**src/rtl/kbd_scan_if.sv**
```systemverilog
// Keyboard controller signal bundle: PS/2 byte input, translator handshake,
// CPU register side and interrupt outputs.
interface kbd_scan_if;
  logic [7:0] ps2_data;
  logic       ps2_stb;
  logic       tr_shift;
  logic       tr_e0;
  logic [7:0] tr_code;
  logic [6:0] tr_ascii;
  logic       tr_ar2;
  logic       rd_ack;
  logic       irq_mask;
  logic       irq_ack;
  logic [6:0] key_code;
  logic       key_ar2;
  logic       key_ready;
  logic       key_down;
  logic       overrun;
  logic       irq_req;
  logic [8:0] irq_vec;

  modport slave (
    input  ps2_data, ps2_stb, tr_ascii, tr_ar2, rd_ack, irq_mask, irq_ack,
    output tr_shift, tr_e0, tr_code, key_code, key_ar2, key_ready, key_down,
           overrun, irq_req, irq_vec
  );

  modport master (
    output ps2_data, ps2_stb, tr_ascii, tr_ar2, rd_ack, irq_mask, irq_ack,
    input  tr_shift, tr_e0, tr_code, key_code, key_ar2, key_ready, key_down,
           overrun, irq_req, irq_vec
  );
endinterface

```
**src/rtl/kbd_scan_ctrl.sv**
```systemverilog
// PS/2 scancode parser feeding the scancode translator and the BK keyboard register/IRQ model.
// Define KBD_REPEAT_FILTER_EN to drop typematic repeats of the held key before lookup.
//
// state      | meaning
// S_IDLE     | waiting for the first byte of a code
// S_E0       | E0 prefix seen
// S_F0       | F0 (break) prefix seen
// S_E0F0     | E0 F0 prefix seen
// S_E1SKIP   | swallowing the Pause sequence after E1
// S_LOOKUP   | translator result is sampled this cycle; strobes handled as in S_IDLE
module kbd_scan_ctrl #(
  parameter int unsigned E1_SKIP         = 7,
  parameter bit          IGNORE_CODES_EN = 1'b1
) (
  input logic       clk_sys,
  input logic       reset,
  kbd_scan_if.slave kbd
);

  localparam int unsigned CNT_W = $clog2(E1_SKIP + 2);

  typedef enum logic [2:0] {
    S_IDLE,
    S_E0,
    S_F0,
    S_E0F0,
    S_E1SKIP,
    S_LOOKUP
  } state_e;

  state_e           state_q, state_d;
  logic [CNT_W-1:0] cnt_q, cnt_d;
  logic             lshift_q, lshift_d;
  logic             rshift_q, rshift_d;
  logic             tr_shift_q, tr_shift_d;
  logic             tr_e0_q, tr_e0_d;
  logic [7:0]       tr_code_q, tr_code_d;
  logic [6:0]       key_code_q, key_code_d;
  logic             key_ar2_q, key_ar2_d;
  logic             key_ready_q, key_ready_d;
  logic             key_down_q, key_down_d;
  logic             overrun_q, overrun_d;
  logic             irq_req_q, irq_req_d;
  logic [8:0]       held_q, held_d;

  logic             is_make;
  logic             is_break;
  logic             ev_e0;
  logic [8:0]       ev_code;
  logic             is_repeat;

  function automatic logic is_ignored(input logic [7:0] b);
    return b inside {8'hAA, 8'hFA, 8'hFE, 8'hEE, 8'hFF};
  endfunction

  always_comb begin
    state_d     = state_q;
    cnt_d       = cnt_q;
    lshift_d    = lshift_q;
    rshift_d    = rshift_q;
    tr_e0_d     = tr_e0_q;
    tr_code_d   = tr_code_q;
    key_code_d  = key_code_q;
    key_ar2_d   = key_ar2_q;
    key_ready_d = key_ready_q;
    key_down_d  = key_down_q;
    overrun_d   = overrun_q;
    irq_req_d   = irq_req_q;
    held_d      = held_q;
    is_make     = 1'b0;
    is_break    = 1'b0;
    ev_e0       = 1'b0;
    is_repeat   = 1'b0;

    if (kbd.rd_ack) begin
      key_ready_d = 1'b0;
      overrun_d   = 1'b0;
      irq_req_d   = 1'b0;
    end
    if (kbd.irq_ack || kbd.irq_mask) begin
      irq_req_d = 1'b0;
    end

    // Lookup runs before the strobe decode so a new latch overrides same-cycle clears.
    if (state_q == S_LOOKUP) begin
      state_d = S_IDLE;
      if (kbd.tr_ascii != '0) begin
        key_down_d = 1'b1;
        held_d     = {tr_e0_q, tr_code_q};
        if (!key_ready_q || kbd.rd_ack) begin
          key_code_d  = kbd.tr_ascii;
          key_ar2_d   = kbd.tr_ar2;
          key_ready_d = 1'b1;
          if (!kbd.irq_mask) begin
            irq_req_d = 1'b1;
          end
        end else begin
          overrun_d = 1'b1;
        end
      end
    end

    if (kbd.ps2_stb) begin
      unique case (state_q)
        S_IDLE, S_LOOKUP: begin
          if (IGNORE_CODES_EN && is_ignored(kbd.ps2_data)) begin
            state_d = S_IDLE;
          end else if (kbd.ps2_data == 8'hE0) begin
            state_d = S_E0;
          end else if (kbd.ps2_data == 8'hF0) begin
            state_d = S_F0;
          end else if (kbd.ps2_data == 8'hE1) begin
            state_d = (E1_SKIP == 0) ? S_IDLE : S_E1SKIP;
            cnt_d   = CNT_W'(E1_SKIP);
          end else begin
            is_make = 1'b1;
          end
        end
        S_E0: begin
          if (kbd.ps2_data == 8'hF0) begin
            state_d = S_E0F0;
          end else if (kbd.ps2_data != 8'hE0) begin
            is_make = 1'b1;
            ev_e0   = 1'b1;
          end
        end
        S_F0: begin
          is_break = 1'b1;
        end
        S_E0F0: begin
          is_break = 1'b1;
          ev_e0    = 1'b1;
        end
        S_E1SKIP: begin
          cnt_d = cnt_q - CNT_W'(1);
          if (cnt_q == CNT_W'(1)) begin
            state_d = S_IDLE;
          end
        end
        default: begin
          state_d = S_IDLE;
        end
      endcase
    end

    ev_code = {ev_e0, kbd.ps2_data};

`ifdef KBD_REPEAT_FILTER_EN
    is_repeat = key_down_d && (ev_code == held_d);
`else
    is_repeat = 1'b0;
`endif

    if (is_make) begin
      state_d = S_IDLE;
      if (ev_code == 9'h012) begin
        lshift_d = 1'b1;
      end else if (ev_code == 9'h059) begin
        rshift_d = 1'b1;
      end else if (ev_code == 9'h112 || is_repeat) begin
        state_d = S_IDLE;
      end else begin
        tr_code_d = kbd.ps2_data;
        tr_e0_d   = ev_e0;
        state_d   = S_LOOKUP;
      end
    end

    if (is_break) begin
      state_d = S_IDLE;
      if (ev_code == 9'h012) begin
        lshift_d = 1'b0;
      end else if (ev_code == 9'h059) begin
        rshift_d = 1'b0;
      end else if (ev_code == held_q) begin
        key_down_d = 1'b0;
      end
    end

    tr_shift_d = lshift_d | rshift_d;
  end

  always_ff @(posedge clk_sys) begin
    if (reset) begin
      state_q     <= S_IDLE;
      cnt_q       <= '0;
      lshift_q    <= 1'b0;
      rshift_q    <= 1'b0;
      tr_shift_q  <= 1'b0;
      tr_e0_q     <= 1'b0;
      tr_code_q   <= '0;
      key_code_q  <= '0;
      key_ar2_q   <= 1'b0;
      key_ready_q <= 1'b0;
      key_down_q  <= 1'b0;
      overrun_q   <= 1'b0;
      irq_req_q   <= 1'b0;
      held_q      <= '0;
    end else begin
      state_q     <= state_d;
      cnt_q       <= cnt_d;
      lshift_q    <= lshift_d;
      rshift_q    <= rshift_d;
      tr_shift_q  <= tr_shift_d;
      tr_e0_q     <= tr_e0_d;
      tr_code_q   <= tr_code_d;
      key_code_q  <= key_code_d;
      key_ar2_q   <= key_ar2_d;
      key_ready_q <= key_ready_d;
      key_down_q  <= key_down_d;
      overrun_q   <= overrun_d;
      irq_req_q   <= irq_req_d;
      held_q      <= held_d;
    end
  end

  assign kbd.tr_shift  = tr_shift_q;
  assign kbd.tr_e0     = tr_e0_q;
  assign kbd.tr_code   = tr_code_q;
  assign kbd.key_code  = key_code_q;
  assign kbd.key_ar2   = key_ar2_q;
  assign kbd.key_ready = key_ready_q;
  assign kbd.key_down  = key_down_q;
  assign kbd.overrun   = overrun_q;
  assign kbd.irq_req   = irq_req_q;
  assign kbd.irq_vec   = key_ar2_q ? 9'o274 : 9'o060;

endmodule

```
**src/flat_wrapper.sv**
```systemverilog
// flat-port wrapper written by rule: the top's interface ports become plain ports
module kbd_scan_ctrl_flat 
#(
  parameter int unsigned E1_SKIP         = 7,
  parameter bit          IGNORE_CODES_EN = 1'b1
)
  (clk_sys, reset, kbd_ps2_data, kbd_ps2_stb, kbd_tr_ascii, kbd_tr_ar2, kbd_rd_ack, kbd_irq_mask, kbd_irq_ack, kbd_tr_shift, kbd_tr_e0, kbd_tr_code, kbd_key_code, kbd_key_ar2, kbd_key_ready, kbd_key_down, kbd_overrun, kbd_irq_req, kbd_irq_vec);
  kbd_scan_if kbd_i ();
  input logic clk_sys;
  input logic reset;
  input wire logic [$bits(kbd_i.ps2_data)-1:0] kbd_ps2_data;
  input wire logic [$bits(kbd_i.ps2_stb)-1:0] kbd_ps2_stb;
  input wire logic [$bits(kbd_i.tr_ascii)-1:0] kbd_tr_ascii;
  input wire logic [$bits(kbd_i.tr_ar2)-1:0] kbd_tr_ar2;
  input wire logic [$bits(kbd_i.rd_ack)-1:0] kbd_rd_ack;
  input wire logic [$bits(kbd_i.irq_mask)-1:0] kbd_irq_mask;
  input wire logic [$bits(kbd_i.irq_ack)-1:0] kbd_irq_ack;
  output wire logic [$bits(kbd_i.tr_shift)-1:0] kbd_tr_shift;
  output wire logic [$bits(kbd_i.tr_e0)-1:0] kbd_tr_e0;
  output wire logic [$bits(kbd_i.tr_code)-1:0] kbd_tr_code;
  output wire logic [$bits(kbd_i.key_code)-1:0] kbd_key_code;
  output wire logic [$bits(kbd_i.key_ar2)-1:0] kbd_key_ar2;
  output wire logic [$bits(kbd_i.key_ready)-1:0] kbd_key_ready;
  output wire logic [$bits(kbd_i.key_down)-1:0] kbd_key_down;
  output wire logic [$bits(kbd_i.overrun)-1:0] kbd_overrun;
  output wire logic [$bits(kbd_i.irq_req)-1:0] kbd_irq_req;
  output wire logic [$bits(kbd_i.irq_vec)-1:0] kbd_irq_vec;
  assign kbd_i.ps2_data = kbd_ps2_data;
  assign kbd_i.ps2_stb = kbd_ps2_stb;
  assign kbd_i.tr_ascii = kbd_tr_ascii;
  assign kbd_i.tr_ar2 = kbd_tr_ar2;
  assign kbd_i.rd_ack = kbd_rd_ack;
  assign kbd_i.irq_mask = kbd_irq_mask;
  assign kbd_i.irq_ack = kbd_irq_ack;
  assign kbd_tr_shift = kbd_i.tr_shift;
  assign kbd_tr_e0 = kbd_i.tr_e0;
  assign kbd_tr_code = kbd_i.tr_code;
  assign kbd_key_code = kbd_i.key_code;
  assign kbd_key_ar2 = kbd_i.key_ar2;
  assign kbd_key_ready = kbd_i.key_ready;
  assign kbd_key_down = kbd_i.key_down;
  assign kbd_overrun = kbd_i.overrun;
  assign kbd_irq_req = kbd_i.irq_req;
  assign kbd_irq_vec = kbd_i.irq_vec;
  kbd_scan_ctrl #(.E1_SKIP(E1_SKIP), .IGNORE_CODES_EN(IGNORE_CODES_EN)) u_core (.clk_sys(clk_sys), .reset(reset), .kbd(kbd_i));
endmodule
```
**config.mk**
```make
export PLATFORM = sky130hd
export DESIGN_NAME = kbd_scan_ctrl_flat
export DESIGN_NICKNAME = d
export VERILOG_FILES = /design/src/rtl/kbd_scan_if.sv /design/src/rtl/kbd_scan_ctrl.sv /design/src/flat_wrapper.sv
export SDC_FILE = /design/constraint.sdc
export NUM_CORES = 1
export LEC_CHECK = 0
export CAP_MARGIN = 40
export CORE_UTILIZATION = 41
export DETAILED_ROUTE_END_ITERATION = 8
export GPL_TIMING_DRIVEN = 0
export PLACE_DENSITY = 0.74
export SYNTH_ARGS = -nofsm -noshare
export SYNTH_HDL_FRONTEND = slang
export SYNTH_SLANG_ARGS = --single-unit
```
**constraint.sdc**
```tcl
create_clock -name clk_sys -period 3.6 [get_ports clk_sys]
set_input_delay 0.36 -clock clk_sys [delete_from_list [all_inputs] [get_ports clk_sys]]
set_output_delay 0.36 -clock clk_sys [all_outputs]
set_load 0.005 [all_outputs]
```
==> results.cfg <==
[status]
status = finished clean

[worst_setup_path]
crit_required_ns = 3.79
crit_start = kbd_ps2_data[7]
critPathLaunchType = input pin
r2r-end = u_core.kbd.tr_code[5]$_SDFFE_PP0P_
cp_max_fo = 7
cp.arrival_ns = 2.53
r2r_start = u_core.state_q[1]$_SDFF_PP0_
endpoint_kind = register
critical_path_class = input pin to register
ff2ff_setup_slack_ns = 1.58
reg2reg_depth = 5

[detailed_routing]
top_layer = met4
avgRoutedWirePerCell_um = 14.4
first_pass_iters = 4
drc_errors = 0
ant_nets = 0
wl_mm = 5.20
wl_met1_mm = 2.45
wl_met2_mm = 2.45
vias_per_cell = 5.47
wl_met3_um = 215
drt_iter0_drc = 111
vias = 1981

[layout]
fin_area_sq_um = 2790
diodes = 0
nets = 315
fin_util_pct = 54.3
fillers = 497
drive_gt1_share_pct = 13.7
layout.cells.non_filler = 362
area_growth_pct = 27.3

[sta]
rsz0062_at_grt = no
setup_ws_ns = 1.26
finalCriticalPeriod_ns = 2.34
finalClockSkew_ns = 0.00856
finalHoldWorstSlack_ns = 0.355
hold_viol_final = 0
slew_violations = 0
setup_violations = 0
fmax_mhz = 428
fin_setup_tns_ns = 0
relSlewSlack_pct = 42.7
fin_crit_sh_pct = 64.9
worst_pin_slew_ns = 0.852

[synthesis]
synthCells = 240
ys_ff_latch = 40
yosysWarnings = 0
yosysTopAreaCell = dfxtp_1
synth_ff_type = dfxtp_1
synth.area.top_cells = dfxtp_1 (37%), mux2i_1 (7.8%), buf_4 (4.4%), a21oi_1 (4.3%), nor2_1 (4.3%)
synth-seq-area-share_pct = 36.5
synth_edf_count = 0
synth_top_cell_area_share_pct = 36.5
syn_area_sq_um = 2190
yosysUniqueCellTypes = 60
ys_async_sr_fraction_pct = 0
syn_area_per_cell_sq_um = 9.14

[placement]
hpwl_mm = 3.82
preCtsSetupSlack_ns = 0.991
dp.cells = 354
io_buffer_count = 40
place_area_sq_um = 2700
place_congestion = 0.778

[clock_network]
cts_resized = 0
ctsHtreeMaxLevel = 2
clk_pin_slew_worst_paths_ns = 0.08
cts_buffer_depth = 2
post_cts_buffers = 0
clock_latency_ns = 0.29
numCtsBuffers = 5
cts_hold_buffers = 0
clock-sinks = 40
cts_tree = yes
clock-root-buffer = clkbuf_8

[min_path]
min-delay-start = kbd_ps2_data[2]
min_path_type = input pin to register
min_to = u_core.kbd.tr_code[2]$_SDFFE_PP0P_
hold_depth = 3

[pwr]
finalPower_uw = 983
power_density_nw_per_um2 = 352
peakVddDrop_v = 0.000256
p_leak_nw = 0.987

[floorplanning]
io_pins = 53
rows = 26
core-area_sq_um = 5140
die_area_sq_um = 5650
die_x_um = 75.1
start_util_pct = 42.7
dieHeight_um = 75.1

[grt]
antenna_found_initial = 0
grt-ovfl-total = 0
grt_pass1_vias = 1751
grt_use_total_pct = 19.1
grt_pass1_wl_mm = 8.25
grt_start_max_net_pins = 14

[run]
max-cap-violations = 0
[metal layers]
metal  up-vias  global-route usage (%)
met2        46                    31.2
li1        975                       -
met3        11                    3.75
met1       949                    25.2
met4         0                    6.79
met5         -                       0
[power breakdown]
part / total [mW] / switching (mW) / internal [mW]
combinational: 0.188 / 0.0959 / 0.0921
clock: 0.319 / 0.162 / 0.157
sequential: 0.476 / 0.0154 / 0.461
total: 0.983 / 0.274 / 0.710
[registers in the layout, summed over array words and instances, names as in the netlist]
register / count
u_core.held_q: 9
u_core.kbd.tr_code: 8
u_core.kbd.key_code: 7
u_core.cnt_q: 4
u_core.state_q: 3
u_core.kbd.irq_req: 1
u_core.kbd.key_ar2: 1
u_core.kbd.key_down: 1
u_core.kbd.key_ready: 1
u_core.kbd.overrun: 1
u_core.kbd.tr_e0: 1
u_core.kbd.tr_shift: 1
u_core.lshift_q: 1
u_core.rshift_q: 1
[worst max-delay path: stages]
cell and delay [ns]:
clkdlybuf4s50_1 0.63, nand4b_4 0.20, nor4_1 0.69, nor2_1 0.22, a41o_1 0.26, and3_1 0.17
[final cells by class]
class	instances	area, sq um	area share (%)
Buffer	23	154	5.51
Clock buffer	6	82.6	2.96
Clock inverter	2	13.8	0.493
Inverter	8	30.0	1.08
Multi-Input combinational cell	173	1220	43.8
Sequential cell	40	801	28.7
Tap cell	70	87.6	3.14
Timing Repair Buffer	40	400	14.3
[logic make-up after synthesis]
family	synth area share (%)
DFF	36.5
adders and majority gates	2.05
buffers and inverters	8.39
AOI/OAI and AO/OA	21.4
other	0.342
muxes	7.76
xor gates and xnor gates	3.19
and+or+nand+nor	20.4
[synth_stat cells (3+ instances only)]
library cell	instances
dfxtp_1	40
nor2_1	25
a21oi_1	19
mux2i_1	17
buf_4	13
o21ai_0	12
nand3_1	11
nor3_1	8
inv_1	7
nand2_1	7
xnor2_1	7
clkbuf_1	5
nor4_1	4
a311oi_1	3
a31oi_1	3
buf_2	3
nand2b_1	3
[worst max-delay path by stage]
stage                                         end  slack [ns]  depth (start not counted)
2_1_floorplan      u_core.kbd.tr_shift$_SDFF_PP0_        1.60                          6
3_3_place_gp   u_core.kbd.tr_code[2]$_SDFFE_PP0P_        1.03                          8
3_5_place_dp   u_core.kbd.tr_code[0]$_SDFFE_PP0P_        0.99                          8
4_1_cts                u_core.rshift_q$_SDFF_PP0_        1.30                          6
5_1_grt                u_core.rshift_q$_SDFF_PP0_        1.13                          6
6_report               u_core.rshift_q$_SDFF_PP0_        1.26                          6
[placed cells by master, fill, tap and decap left out, drive strengths merged, types with 2 or more instances in the layout]
cell / Yosys / layout
mux2i: 17 / 17
inv: 8 / 9
nor4: 5 / 5
nand4b: 2 / 2
nand2b: 3 / 3
a311oi: 4 / 4
and2b: 2 / 2
a2111oi: 2 / 2
o21ai: 12 / 12
or4b: 2 / 2
or2: 2 / 2
or4: 4 / 4
dfxtp: 40 / 40
a41o: 2 / 2
nand4: 2 / 2
clkbuf: 5 / 11
buf: 18 / 18
o32ai: 2 / 2
xnor2: 7 / 7
maj3: 2 / 2
a21oi: 19 / 19
nor3: 8 / 8
a31oi: 3 / 3
ha: 2 / 2
nor2: 25 / 25
clkdlybuf4s50: 0 / 40
conb: 2 / 6
nand2: 7 / 7
nand3: 11 / 11
No activity file was read; power rests on OpenSTA's default activity.
